==> config.mk <==
export PLATFORM = sky130hd
export DESIGN_NAME = instr_fetch_flat
export DESIGN_NICKNAME = d
export VERILOG_FILES = /design/src/rtl/instr_fetch_if.sv /design/src/rtl/instr_fetch.sv /design/src/flat_wrapper.sv
export SDC_FILE = /design/constraint.sdc
export NUM_CORES = 1
export LEC_CHECK = 0
export ABC_AREA = 1
export BUFFER_PORTS_ARGS = -buffer_cell sky130_fd_sc_hd__buf_2
export CORE_MARGIN = 2
export CORE_UTILIZATION = 45
export DETAILED_ROUTE_END_ITERATION = 10
export GPL_TIMING_DRIVEN = 0
export PLACE_DENSITY = 0.73
export SLEW_MARGIN = 20
export SYNTH_ARGS = -nofsm -noshare
export SYNTH_HDL_FRONTEND = slang
export SYNTH_SLANG_ARGS = --single-unit
==> constraint.sdc <==
create_clock -name clk -period 11.5 [get_ports clk]
set_input_delay 0.575 -clock clk [delete_from_list [all_inputs] [get_ports clk]]
set_output_delay 0.575 -clock clk [all_outputs]
set_load 0.03 [all_outputs]
==> src/rtl/instr_fetch_if.sv <==
// Bundle of fetch-unit signals: instruction-memory request/response,
// execute-stage redirect and the decode-side instruction handoff.
interface instr_fetch_if;
  logic        imem_req_valid;
  logic        imem_req_ready;
  logic [63:0] imem_req_addr;
  logic        imem_rsp_valid;
  logic [31:0] imem_rsp_data;
  logic        redirect_valid;
  logic [63:0] redirect_pc;
  logic        id_valid;
  logic        id_ready;
  logic [31:0] id_instr;
  logic [63:0] id_pc;

  modport master (
    output imem_req_valid, imem_req_addr, id_valid, id_instr, id_pc,
    input  imem_req_ready, imem_rsp_valid, imem_rsp_data,
           redirect_valid, redirect_pc, id_ready
  );

  modport slave (
    input  imem_req_valid, imem_req_addr, id_valid, id_instr, id_pc,
    output imem_req_ready, imem_rsp_valid, imem_rsp_data,
           redirect_valid, redirect_pc, id_ready
  );
endinterface

==> src/rtl/instr_fetch.sv <==
// Instruction fetch: PC sequencing, 2-credit in-flight address queue,
// 2-entry instruction buffer and redirect squashing of stale responses.
module instr_fetch #(
  parameter logic [63:0] RESET_PC = 64'h0
) (
  input logic           clk,
  input logic           reset,
  instr_fetch_if.master bus
);
  localparam logic [31:0] NOP = 32'h0000_0013;

  logic [63:0] pc;
  logic [63:0] aq_addr [2];
  logic [1:0]  aq_cnt;
  logic [31:0] ib_instr [2];
  logic [63:0] ib_pc [2];
  logic [1:0]  ib_cnt;
  logic [1:0]  drop_cnt;

  logic        rsp_fire;
  logic        rsp_keep;
  logic        id_fire;
  logic        req_fire;
  logic [2:0]  credits_used;
  logic [1:0]  aq_wr_pos;
  logic [1:0]  ib_wr_pos;

  always_comb begin
    rsp_fire = bus.imem_rsp_valid && (aq_cnt != 2'd0);
    rsp_keep = rsp_fire && (drop_cnt == 2'd0);
    id_fire  = (ib_cnt != 2'd0) && bus.id_ready && !bus.redirect_valid;
    // The slot freed by this cycle's decode pop is reusable at once, which
    // is what lets a 1-cycle memory sustain one instruction per cycle.
    credits_used = {1'b0, aq_cnt} + {1'b0, ib_cnt} - {2'b00, id_fire};
    bus.imem_req_valid = !reset && !bus.redirect_valid && (credits_used < 3'd2);
    bus.imem_req_addr  = pc;
    req_fire  = bus.imem_req_valid && bus.imem_req_ready;
    aq_wr_pos = aq_cnt - {1'b0, rsp_fire};
    ib_wr_pos = ib_cnt - {1'b0, id_fire};
    bus.id_valid = (ib_cnt != 2'd0);
    bus.id_instr = bus.id_valid ? ib_instr[0] : NOP;
    bus.id_pc    = bus.id_valid ? ib_pc[0] : '0;
  end

  always_ff @(posedge clk) begin
    if (reset) begin
      pc       <= RESET_PC;
      aq_cnt   <= '0;
      ib_cnt   <= '0;
      drop_cnt <= '0;
    end else begin
      if (rsp_fire) aq_addr[0] <= aq_addr[1];
      if (bus.redirect_valid) begin
        // Every request still in flight after this cycle's response is stale.
        pc       <= {bus.redirect_pc[63:2], 2'b00};
        ib_cnt   <= '0;
        aq_cnt   <= aq_wr_pos;
        drop_cnt <= aq_wr_pos;
      end else begin
        if (req_fire) begin
          pc                    <= pc + 64'd4;
          aq_addr[aq_wr_pos[0]] <= pc;
        end
        aq_cnt <= aq_wr_pos + {1'b0, req_fire};
        if (rsp_fire && (drop_cnt != 2'd0)) drop_cnt <= drop_cnt - 2'd1;
        if (id_fire) begin
          ib_instr[0] <= ib_instr[1];
          ib_pc[0]    <= ib_pc[1];
        end
        if (rsp_keep) begin
          ib_instr[ib_wr_pos[0]] <= bus.imem_rsp_data;
          ib_pc[ib_wr_pos[0]]    <= aq_addr[0];
        end
        ib_cnt <= ib_wr_pos + {1'b0, rsp_keep};
      end
    end
  end
endmodule

==> src/flat_wrapper.sv <==
// flat-port wrapper written by rule: the top's interface ports become plain ports
module instr_fetch_flat 
#(
  parameter logic [63:0] RESET_PC = 64'h0
)
  (clk, reset, bus_imem_req_valid, bus_imem_req_addr, bus_id_valid, bus_id_instr, bus_id_pc, bus_imem_req_ready, bus_imem_rsp_valid, bus_imem_rsp_data, bus_redirect_valid, bus_redirect_pc, bus_id_ready);
  instr_fetch_if bus_i ();
  input logic clk;
  input logic reset;
  output wire logic [$bits(bus_i.imem_req_valid)-1:0] bus_imem_req_valid;
  output wire logic [$bits(bus_i.imem_req_addr)-1:0] bus_imem_req_addr;
  output wire logic [$bits(bus_i.id_valid)-1:0] bus_id_valid;
  output wire logic [$bits(bus_i.id_instr)-1:0] bus_id_instr;
  output wire logic [$bits(bus_i.id_pc)-1:0] bus_id_pc;
  input wire logic [$bits(bus_i.imem_req_ready)-1:0] bus_imem_req_ready;
  input wire logic [$bits(bus_i.imem_rsp_valid)-1:0] bus_imem_rsp_valid;
  input wire logic [$bits(bus_i.imem_rsp_data)-1:0] bus_imem_rsp_data;
  input wire logic [$bits(bus_i.redirect_valid)-1:0] bus_redirect_valid;
  input wire logic [$bits(bus_i.redirect_pc)-1:0] bus_redirect_pc;
  input wire logic [$bits(bus_i.id_ready)-1:0] bus_id_ready;
  assign bus_imem_req_valid = bus_i.imem_req_valid;
  assign bus_imem_req_addr = bus_i.imem_req_addr;
  assign bus_id_valid = bus_i.id_valid;
  assign bus_id_instr = bus_i.id_instr;
  assign bus_id_pc = bus_i.id_pc;
  assign bus_i.imem_req_ready = bus_imem_req_ready;
  assign bus_i.imem_rsp_valid = bus_imem_rsp_valid;
  assign bus_i.imem_rsp_data = bus_imem_rsp_data;
  assign bus_i.redirect_valid = bus_redirect_valid;
  assign bus_i.redirect_pc = bus_redirect_pc;
  assign bus_i.id_ready = bus_id_ready;
  instr_fetch #(.RESET_PC(RESET_PC)) u_core (.clk(clk), .reset(reset), .bus(bus_i));
endmodule
Yosys cells after proc, flatten, opt, wreduce, memory -nomap -nowiden
Memories as Yosys holds them, arrays and structs flattened. Cells that the tools add are included.

Word-level logic and storage cells: 56. Output and inout port bits: 162. Memories: 3. Register bits: 70. Bits of input ports: 102. Memory bits (writable): 320.

Memories: u_core.aq_addr (depth 2, bits a word 64, read ports 2, clocked after Yosys merged registers in 0, write ports 2, line instr_fetch.sv:13) `logic [63:0] aq_addr [2];`; u_core.ib_pc (depth 2, bits a word 64, read ports 2, clocked after Yosys merged registers in 0, write ports 2, line instr_fetch.sv:16) `logic [63:0] ib_pc [2];`; u_core.ib_instr (depth 2, bits a word 32, read ports 2, clocked after Yosys merged registers in 0, write ports 2, line instr_fetch.sv:15) `logic [31:0] ib_instr [2];`.

Muxes and demuxes: 22. Reductions and logical operators: 17. Order comparisons: 1. Add/sub/neg operators: 8.

Operator list (count): $mux 64 (3); $add 64x3->64 const B (1); $mux 32 (1); $mux 1 (15); $reduce_bool 2->1 (5); $logic_and 1x1->1 (8); $mux 2 (3); $add 2x1->2 (2); $sub 2x1->2 (2); $add 2x2->3 (1); $lt 3x2->1 const B (1); $sub 3x1->3 (1); $logic_not 1->1 (2); $logic_not 2->1 (1); $reduce_or 2->1 (1); $sub 2x1->2 const B (1).

Depth between registers and ports, before layout
Depth after elaboration: 11. Mapped depth: 18. Depth with buffers taken out: 15.

Least setup slack after synthesis
OpenSTA, ideal clock, no wires.

Path kind: input to register. Start: in bus_redirect_valid. End: mem u_core.ib_instr[1][0] (enable). Data arrival time: 10.577 ns. Cell stages on the path: 7. Buffers on the path: 2. Data required time: 10.723 ns. Setup slack: 0.145 ns. Setup time: 0.777 ns. Cell sequence: buf_4 > clkinv_1 > clkbuf_1 > nand2_1 > nor2_1 > ha_1 > nor4_1.

RTL lines: start, declared (line flat_wrapper.sv:18) `input wire logic [$bits(bus_i.redirect_valid)-1:0] bus_redirect_valid;`; end, declared (line instr_fetch.sv:15).

==> impl_metrics.toml <==
[critical_path]
crit_path_end_kind = "register"
cp.required_ns = 11.79
critPathMaxStageDelay_ns = 0.40
crit_type = "in -> reg"
cp_slowest_cell = "clkbuf_1"
cp.arrival_ns = 5.00
crit_chain = "buf_4, clkinv_1, clkbuf_1, nand2_1, nor2_1, ha_1, or2_2, fa_1, xnor2_1, nor3_4, nand2_2, clkinv_2, nand2_4, buf_6, buf_4, o21ai_4, buf_16, buf_16"
critPathMaxFanout = 23
start_kind = "input port"

[worst_hold_path]
worst_hold_path_type = "in -> reg"

[global_route]
grt_pass1_vias = 12698
grt_pass1_wl_mm = 74.3
met2_usage_pct = 39.9
antenna_found_initial = 0
busiest_layer = "met2"
track_usage_pct = 25.2
grt_max_degree = 54
met1_usage_pct = 34.8
grt_overflow = 0
grtUsageMet3_pct = 3.71

[synth]
synth_commonest_cells = "394 x nand2_1, 312 x edfxtp_1, 238 x inv_1, 223 x nor2_1, 135 x nand3_1"
synth_edf_count = 312
synth.most_common_cell = "nand2_1"
synth_ff_type = "edfxtp_1"
seq_area_frac_synth_pct = 62.2
synth_cell_type_count = 37
synthTopCellsByArea = "edfxtp_1 54%, nand2_1 8.6%, dfxtp_1 7.9%, mux2_2 6.1%, inv_1 5.2%"
syn_area_sq_um = 17200
netlist_instances = 1732
async_flop_share_pct = 0
ys_warn_count = 0
ys_seq_elements = 380
syn_area_per_cell_sq_um = 9.96
synth_top_area_share_pct = 54.3
netlist.top_cell.by_area = "edfxtp_1"

[power]
p_leak_uw = 0.00872
power_density_nw_per_um2 = 180
vdd_drop_max_mv = 0.0823

[layout]
antenna_cells = 0
finish.instance_area_sq_um = 20700
drive_gt1_share_pct = 22.8
utilization_pct = 55.0
multi_input_area_sq_um = 5290
fill_cells = 3338
seq_area_sq_um = 10700
nets = 2164
syn_to_final_growth_pct = 20.1

[clock_network]
cts_tree = "built"
post_cts_buffers = 0
clock_path_buffers = 3
clock_latency_ns = 0.54
clk_pin_slew_ns = 0.06
hold_buffers = 0
h-tree-depth = 2
cts_inserted_buffers = 39
cts_resized = 0
ctsRootBufferMaster = "clkbuf_16"
cts.sinks = 380

[placed_design]
dpl_cell_area_sq_um = 19400
io_buffers = 256
dp_slack_ns = 6.27
gp_congestion = 0.954
hpwl_mm = 38.4

[drt]
drtPass1Iterations = 5
drc = 0
viasPerCell = 5.09
drt_iter0_markers = 987
wirelength_mm = 50.6
detail_route.wl_per_cell_um = 19.5
vias = 13212
ant_nets = 0

[die]
core_sq_um = 37700
rows = 71
die_w_um = 200
start_util_pct = 45.8
die_height_um = 200
ios = 264
die-area_sq_um = 39900

[sta]
finalHoldViolCount = 0
relSlewSlack_pct = 42.1
setup_violations = 0
slew_violations = 0
whs_ns = 0.227
worstMarginPinSlew_ns = 0.866
fin_worst_skew_ns = 0.0122
fin_crit_sh_pct = 41.0
finalWorstSetupSlack_ns = 6.78
period_needed_ns = 4.72
fmax_mhz = 212
grt_setup_unrepaired = "false"

[outcome]
outcome = "completed"

[run]
cap_violations = 0
==> state kept, by name (all words and copies together), names as in the netlist <==
name                      cells
u_core.ib_instr              64
u_core.bus.imem_req_addr     62
u_core.aq_cnt                 2
u_core.drop_cnt               2
u_core.ib_cnt                 2
u_core.ib_pc                124
u_core.aq_addr              124
==> worst paths after layout <==
| check | start | to | slack, ns | cells after the start |
|---|---|---|---|---|
| worst max-delay path | bus_redirect_valid | u_core.aq_addr[0][47] | 6.78 | 18 |
| worst min-delay path | bus_imem_rsp_data[2] | u_core.ib_instr[1][2] | 0.23 | 1 |
| worst max register to register | u_core.ib_cnt[1] | u_core.aq_addr[0][47] | 7.04 | 15 |
| worst min register to register | u_core.aq_addr[0][45] | u_core.ib_pc[1][45] | 0.44 | 0 |
==> through the flow <==
stage	power (uW)	setup TNS [ns]	instances
CTS	3760	0	2595
floorplan	2220	0	1735
global route	3890	0	2595
detailed placement	2490	0	2523
global placement	2470	-490.89	2502
finish	3740	0	2595
==> cell type report <==
type / instances / area share (%)
Sequential cell: 380 / 51.8
Multi-Input combinational cell: 1045 / 25.5
Timing Repair Buffer: 277 / 7.25
Clock buffer: 49 / 5.09
Inverter: 241 / 4.37
Tap cell: 511 / 3.09
Buffer: 69 / 1.77
Clock inverter: 23 / 1.11
==> worst max-delay path, delay by kind of cell <==
family                   cells  cell delay (ns)
buffers and inverters        8             2.13
AND/OR/NAND/NOR              6             1.03
adder cells (fa/ha/maj)      2             0.69
XOR/XNOR                     1             0.29
AO/OA/AOI/OAI                1             0.24
==> logic make-up (layout without fill, tap and decap cells) <==
logic type / count (synthesis) / after routing / share of synthesized area [%]
simple gates: 774 / 774 / 18.3
fa+ha+maj: 9 / 9 / 0.696
other cells: 1 / 4 / 0.0217
mux: 94 / 94 / 6.14
compound gates: 147 / 147 / 4.40
xor+xnor: 17 / 17 / 0.863
buf+inv: 310 / 659 / 7.38
flops: 380 / 380 / 62.2
==> power breakdown <==
part | switching [uW] | total, uW | internal, uW
registers | 80.8 | 1760 | 1680
clock network | 527 | 1270 | 744
logic | 499 | 705 | 206
==> cell usage in the layout (no fill, tap or decap), types with 3 or more instances in the layout <==
| master | netlist | routed |
|---|---|---|
| nand2_1 | 394 | 393 |
| edfxtp_1 | 312 | 312 |
| buf_2 | 8 | 276 |
| inv_1 | 238 | 238 |
| nor2_1 | 223 | 222 |
| nand3_1 | 135 | 135 |
| mux2_2 | 94 | 94 |
| dfxtp_1 | 68 | 68 |
| o21ai_0 | 67 | 66 |
| a21oi_1 | 48 | 48 |
| clkbuf_1 | 39 | 46 |
| clkbuf_16 | 0 | 40 |
| o21ai_1 | 21 | 21 |
| buf_4 | 14 | 18 |
| xor2_1 | 14 | 14 |
| clkinv_1 | 1 | 9 |
| ha_1 | 8 | 8 |
| clkinv_2 | 1 | 7 |
| nand4_1 | 7 | 7 |
| a31oi_1 | 7 | 7 |
| buf_6 | 6 | 6 |
| or2_2 | 5 | 5 |
| nor2_2 | 4 | 4 |
| conb_1 | 1 | 4 |
| bufinv_16 | 0 | 4 |
| buf_16 | 0 | 4 |
| xnor2_1 | 3 | 3 |
==> metal layers <==
| layer | vias to the layer above | routed length [um] |
|---|---|---|
| met3 | 105 | 3240 |
| met5 | - | 0 |
| met1 | 6243 | 22300 |
| met2 | 527 | 23000 |
| li1 | 6337 | - |
| met4 | 0 | 2020 |
(Power assumes the default switching activity.)
